## src/rtl/div_operand_normalizer.sv

```systemverilog
// Operand normalizer ahead of the Goldschmidt divider: left-justifies N and D one bit per
// cycle, reporting shift counts, zero flags and the initial-approximation select.
module div_operand_normalizer #(
    parameter int WIDTH = 16,
    parameter int CNT_W = 4
) (
    input  logic             clk,
    input  logic             reset,
    input  logic             in_valid,
    output logic             in_ready,
    input  logic [WIDTH-1:0] n_in,
    input  logic [WIDTH-1:0] d_in,
    output logic             out_valid,
    input  logic             out_ready,
    output logic [WIDTH-1:0] n_norm,
    output logic [WIDTH-1:0] d_norm,
    output logic [CNT_W-1:0] shift_n,
    output logic [CNT_W-1:0] shift_d,
    output logic             n_zero,
    output logic             div_by_zero,
    output logic [1:0]       ia_sel
);

    typedef enum logic [1:0] {
        IDLE,
        SHIFT,
        DONE
    } stateType;

    stateType state;
    logic     nDone;
    logic     dDone;

    // An operand is finished once its MSB is set; a zero operand never gets there and
    // is treated as finished immediately, which also keeps the counters from wrapping.
    always_comb begin
        nDone = n_norm[WIDTH-1] || (n_norm == '0);
        dDone = d_norm[WIDTH-1] || (d_norm == '0);
    end

    assign in_ready = (state == IDLE) && !reset;
    assign ia_sel   = div_by_zero ? 2'b00 : d_norm[WIDTH-2:WIDTH-3];

    // NOTE: every register here is sequential state, so all updates use non-blocking
    // assignments; blocking ones would let later statements see same-edge values.
    always_ff @(posedge clk or posedge reset) begin
        if (reset) begin
            state       <= IDLE;
            n_norm      <= '0;
            d_norm      <= '0;
            shift_n     <= '0;
            shift_d     <= '0;
            n_zero      <= 1'b0;
            div_by_zero <= 1'b0;
            out_valid   <= 1'b0;
        end else begin
            case (state)
                IDLE: begin
                    if (in_valid && in_ready) begin
                        n_norm      <= n_in;
                        d_norm      <= d_in;
                        shift_n     <= '0;
                        shift_d     <= '0;
                        n_zero      <= (n_in == '0);
                        div_by_zero <= (d_in == '0);
                        state       <= SHIFT;
                    end
                end
                SHIFT: begin
                    // The edge that sees both operands finished only advances the state.
                    if (nDone && dDone) begin
                        out_valid <= 1'b1;
                        state     <= DONE;
                    end else begin
                        if (!nDone) begin
                            n_norm  <= n_norm << 1;
                            shift_n <= shift_n + CNT_W'(1);
                        end
                        if (!dDone) begin
                            d_norm  <= d_norm << 1;
                            shift_d <= shift_d + CNT_W'(1);
                        end
                    end
                end
                DONE: begin
                    if (out_ready) begin
                        out_valid <= 1'b0;
                        state     <= IDLE;
                    end
                end
                default: state <= IDLE;
            endcase
        end
    end

endmodule

```

## config.mk

```make
export PLATFORM = sky130hd
export DESIGN_NAME = div_operand_normalizer
export DESIGN_NICKNAME = d
export VERILOG_FILES = /design/src/rtl/div_operand_normalizer.sv
export SDC_FILE = /design/constraint.sdc
export NUM_CORES = 1
export LEC_CHECK = 0
export CORE_ASPECT_RATIO = 0.8
export CORE_MARGIN = 2
export CORE_UTILIZATION = 30
export CTS_BUF_LIST = sky130_fd_sc_hd__clkbuf_2
export CTS_CLUSTER_SIZE = 24
export DETAILED_ROUTE_END_ITERATION = 16
export SYNTH_ARGS = -nofsm -noshare
export SYNTH_HDL_FRONTEND = slang
export SYNTH_SLANG_ARGS = --single-unit
```

## constraint.sdc

```tcl
create_clock -name clk -period 1.9 [get_ports clk]
set_input_delay 0.19 -clock clk [delete_from_list [all_inputs] [get_ports clk]]
set_output_delay 0.19 -clock clk [all_outputs]
set_load 0.01 [all_outputs]
```

# --- Yosys cells after proc, flatten, opt, wreduce, memory -nomap -nowiden ---
# Index checks and enable logic that the tools add are counted.
word_totals:
  ff_bits: 45
  wordCells: 59
  inputBits: 36
  output_inout_bits: 46
op_classes:
  mux: 23
  eq_ne: 8
  n_addsub: 2
  reduce_logical: 18
op_table:
  columns: ["op", "count"]
  rows:
  - ["2-to-1 mux 16 bit", 6]
  - ["logical NOT 16 bit", 4]
  - ["case mux 16 bit (2 select lines)", 2]
  - ["2-to-1 mux 4 bit", 5]
  - ["case mux 4 bit (2 select lines)", 2]
  - ["inequality test 2 bit, second input constant", 5]
  - ["adder 4 x 1 -> 4 bit, second input constant", 2]
  - ["2-to-1 mux 2 bit", 4]
  - ["AND reduction 4 bit", 2]
  - ["case mux 2 bit (3 select lines)", 1]
  - ["AND reduction 3 bit", 2]
  - ["nonzero test 2 bit", 2]
  - ["logical AND 1 bit", 3]
  - ["equality test 2 x 1 -> 1 bit, second input constant", 1]
  - ["equality test 2 bit, second input constant", 1]
  - ["logical NOT 2 bit", 1]
  - ["logical OR 1 bit", 2]
  - ["2-to-1 mux 1 bit", 2]
  - ["inequality test 2 x 1 -> 1 bit, second input constant", 1]
  - ["case mux 1 bit (2 select lines)", 1]
  - ["AND reduction 2 bit", 1]
  - ["logical NOT 1 bit", 1]

# --- Logic depth before layout (Yosys ltp) ---
# Gate-level depths: netlist of run 1.
depth:
  ltp_word: 5
  ltp_mapped: 6
  mapped_depth_nobuf: 4

# --- Worst setup path before layout of run 1 ---
# Ideal clock, no wire load.
synth_timing:
  path_kind: "register -> register"
  from: "register state[0]"
  to: "register n_norm[10]"
  setup_slack_ps: 293
  synth_period_minus_slack_ps: 1607
  setup_ps: 119
  stages_incl_launch_ff: 7
  arrival_time_ps: 1488
  path_buffers: 2
  required_time_ps: 1781
  cell_sequence: "dfrtp_1 > buf_2 > nor3_2 > nand2_1 > buf_2 > o32a_1 > o21a_1"
synth_between:
  elab_chain_cells: 5
  elab_cells_between_ends: 10
  cone_classes: "eq/ne (4); mux (1); reduce/logical (5)"
synth_lines:
  columns: ["item", "line_no", "source"]
  rows:
  - ["from (decl)", "30", "stateType state;"]
  - ["from (signal assigned)", "48", "state <= IDLE;"]
  - ["from (signal assigned)", "66", "state <= SHIFT;"]
  - ["from (signal assigned)", "73", "state <= DONE;"]
  - ["logical NOT 2 bit", "41", "assign in_ready = (state == IDLE) && !reset;"]
  - ["logical AND 1 bit", "41", null]
  - ["via in_ready", "10", "output logic in_ready,"]
  - ["logical AND 1 bit", "59", "if (in_valid && in_ready) begin"]
  - ["inequality test 2 x 1 -> 1 bit (no source line)", null, null]
  - ["AND reduction 4 bit (no source line)", null, null]
  - ["to (signal assigned)", "60", "n_norm <= n_in;"]
  - ["to (signal assigned)", "76", "n_norm <= n_norm << 1;"]
  - ["to (decl)", "15", "output logic [WIDTH-1:0] n_norm,"]
# The timed path passes the listed nets, and every way through them passes these cells.
# A chain may end at the register's enable or synchronous reset.

# --- Final worst setup path of run 1 ---
layout_timing:
  from: "register n_norm[5]"
  to: "register n_norm[7]"
layout_between:
  elab_chain_cells: 5
  elab_cells_between_ends: 6
  cone_classes: "eq/ne (2); reduce/logical (4)"
layout_lines:
  columns: ["item", "line_no", "source"]
  rows:
  - ["logical NOT 16 bit (*)", "37", "nDone = n_norm[WIDTH-1] || (n_norm == '0);"]
  - ["logical OR 1 bit (*)", "37", null]
  - ["logical AND 1 bit", "71", "if (nDone && dDone) begin"]
  - ["inequality test 2 bit (no source line)", null, null]
  - ["AND reduction 4 bit (no source line) (*)", null, null]
# Mark *: on every way between the ends. The rest lies on a longest branch, timed or not.

==> results of run 1 <==
-- tightest hold or removal path: stages --
cell and delay (ps):
clkdlybuf4s50_1 460, buf_4 160, clkinv_1 70, buf_12 250
-- state kept, by name, indices dropped and copies added (netlist names) --
signal and flops:
d_norm 16, n_norm 16, shift_d 4, shift_n 4, state 2, div_by_zero 1
n_zero 1, out_valid 1
-- worst min path at each step --
stage,end,slack (ps),cells past startpoint
final,shift_d[3]$_DFFE_PP0P_,300,4
after global routing,n_norm[10]$_DFFE_PP0P_,290,4
after CTS,d_norm[0]$_DFFE_PP0P_,280,4
after detailed placement,n_zero$_DFFE_PP0P_,470,2
after global placement,n_zero$_DFFE_PP0P_,470,2
after floorplan,d_norm[0]$_DFFE_PP0P_,310,2
-- final cells by class --
type	count	area, um^2
fill	712	3930
sequential	45	1130
clock buffer	5	25.0
tap	105	131
timing repair buffer	108	1070
clock inverter	3	65.1
inverter	5	18.8
multi-input combinational	137	1060
-- per-stage QoR --
step                      hold slack [ps]  worst slack [ps]
after CTS                             280              33.8
after detailed placement              470              48.6
after global placement                471              69.4
after floorplan                       307               293
after global routing                  288              8.77
final                                 295              90.4
-- layout by cell type, fill, tap and decap left out, drive strengths merged, types with 2 or more instances in the layout --
master         count
a21oi              7
a2bb2oi           15
a31oi              2
a41o               2
buf               27
bufinv             2
clkbuf             5
clkdlybuf4s50     79
clkinv             2
dfrtp             45
dlymetal6s2s       2
ha                 2
inv                4
nand2             11
nand3              2
nand4              3
nor2               5
nor2b              3
nor3               2
nor4              15
o21a              14
o21ai              8
o22ai             15
o31ai              3
o32a              14
or3                2
-- cell usage after synthesis, types with 4 or more instances --
library cell and count:
dfrtp_1 45, nand2_1 10, inv_1 5, o21a_1 14, buf_6 4, a2bb2oi_1 6, o22ai_1 15, a2bb2oi_2 9
o32a_1 14, o21ai_0 6, a21oi_1 5, nor4_1 15, nor2_1 4, buf_2 8
-- timing repair --
item | 4_1_cts | 5_1_grt
buffers inserted | 4 | 4
endpoints found under the setup margin | 1 | 7
gates resized for setup | 2 | 3
hold endpoints to repair | 0 | 0
-- metal layers --
metal  vias up  wire (um)  track usage
met3         4        301       0.0320
met5         -          0            0
met2        60       3070        0.248
met4         0         55       0.0440
li1       1007          -            -
met1      1076       3280        0.252
-- cells by family (layout without fill, tap and decap cells) --
family	Yosys count	in the layout	share of synthesized area
AO/OA/AOI/OAI	85	85	0.315
AND/OR/NAND/NOR	49	49	0.130
flip-flops	45	45	0.490
buffers and inverters	20	121	0.0501
adder cells (fa/ha/maj)	2	2	0.0109
multiplexers	1	1	0.00435
-- power groups by stage --
stage                     clock (uW)  combinational [uW]  sequential [uW]
after floorplan                    0                1350             1850
after global placement             0                2740             1770
after detailed placement           0                2770             1780
after CTS                        696                2860             1730
after global routing             736                3110             1800
final                            673                2890             1740
==> metrics.md, run 1 <==
| Metric | Value |
|---|---|
| Sw Share | 0.376 |
| Clock Sinks | 45 |
| Drt pass-1 iters | 4 |
| Reg clk slew, reported paths | ~240 ps |
| Setup TNS | 0 ps |
| Final ANT Viol Nets | 0 |
| Die width | ~100 um |
| Via count | ~2100 |
| Top_reg_cell synth | dfrtp_1 |
| Nets | 340 |
| Comb power frac | 0.545 |
| Grt total ovfl | 0 |
| # hold bufs at CTS | 0 |
| CTS tree | built |
| Req. time, crit path | 2260 ps |
| Peak VDD IR | around 0.00068 V |
| Synth unique cells | 41 |
| DR vias/cell | between 5 and 6 |
| Layout Cells excl Fill | about 410 |
| CTS max path bufs | 2 |
| WL per Instance | 16.4 um |
| Die height | approximately 80 um |
| Relative slew margins | 0.674 |
| Maxcap violations | 0 |
| Largest net degree at the start of global routing | 46 |
| Critical path startpoint category | flip-flop |
| Yosys top cell area share | 0.490 |
| Async set-reset flop share out of synthesis | 1.00 |
| Sequential Power Share | 0.329 |
| Kind of critical path | flip-flop to flip-flop |
| Slowest-stage cell, CP | dfrtp_1 |
| Starting Density | 0.310 |
| Placed Area | between 0.003 and 0.004 mm^2 |
| Worst skew pair latency | about 400 ps |
| Remaining DRCs | 0 |
| Internal power | ~3300 uW |
| Worst setup EP type | flip-flop |
| Peak Freq | between 500 and 600 MHz |
| Register bit total from synthesis | between 40 and 50 |
| Outcome | finished, final reports clean |
| Routability cong. | about 0.8 |
| Max incr delay on CP | approximately 470 ps |
| Crit. Startpoint | n_norm[5]$_DFFE_PP0P_ |
| Post-Syn Instances | approximately 200 |
| Switching Power | about 2000 uW |
| IO Pins | slightly above 80 |
| Reg2Reg Setup Slack | about 90 ps |
| Levels on crit path | 5 |
| Register area share after synthesis | 0.490 |
| Syn_area_per_cell | around 11 um^2 |
| Synth Cell Area | around 0.0023 mm^2 |
| Total Routing Usage GR | 0.168 |
| Clk_skew | ~17 ps |
| Design Power | roughly 5300 uW |
| Worst Tran Pin Value | around 480 ps |
| Min-Delay Path Class | input pin to asynchronous set/reset pin |
| Vias in the first global route | between 2000 and 2500 |
| Post-synth EDFFs | 0 |
| Syn nets | between 200 and 250 |
| Clock Power Share | 0.127 |
| H-tree Lvls | 2 |
| Unrepaired setup endpoints after global routing | false |
| Final setup viols | 0 |
| Crit path to | n_norm[7]$_DFFE_PP0P_ |
| Final min period | around 1800 ps |
| First-pass GRT wire length | approximately 11000 um |
| Post-route cell area | about 0.0035 mm^2 |
| WP data arrival | ~2200 ps |
| PD cells | between 1500 and 2000 mW/mm^2 |
| CTS root buf | clkbuf_2 |
| Row count | 28 |
| Leading area contributor after synthesis | dfrtp_1 |
| Leak pwr | 0.00133 uW |
| Worst R2R End | n_norm[7]$_DFFE_PP0P_ |
| Initial antenna violation count | 0 |
| Final Cycle Share | 0.952 |
| Fin util | 0.472 |
| Die ar. | 0.00839 mm^2 |
| Port Buffer Count | 81 |
| DP Cell Count | 392 |
| Critical path cell sequence | nor4_1, a41o_1, buf_4, o32a_1, o21a_1 |
| Share of cells above drive strength 1 | 0.175 |
| Final Hold Fails | 0 |
| Reg-to-reg critical path startpoint | n_norm[5]$_DFFE_PP0P_ |
| Area growth from synthesis to layout | 52.3% |
| Worst Path Max Fanout | 13 |
| Crit-path leading delay family | compound AO/OA/AOI/OAI gates |
| Num CTS Buffers | 5 |
| Fin. max-slew vios | 0 |
| Buf+Inv Stages, Crit Path | 1 |
| Drt initial violations | ~150 |
| Core area | about 0.0074 mm^2 |
| Total Routed Length | 6700 um |
| Ant diodes | 0 |
| Area contributors post-synth | dfrtp_1, o32a_1, a2bb2oi_2 |
| Worst R2R Path Depth | 5 |
| Final HPWL DP | between 4000 and 5000 um |
| Ys Warns | 0 |
Power figures use the tool's default switching activity.
==> run 2: changes to the inputs <==
GPL_ROUTABILITY_DRIVEN = 0   (was default)
==> results of run 2 <==
Final layout, timing and power as in run 1 (identical DEF).
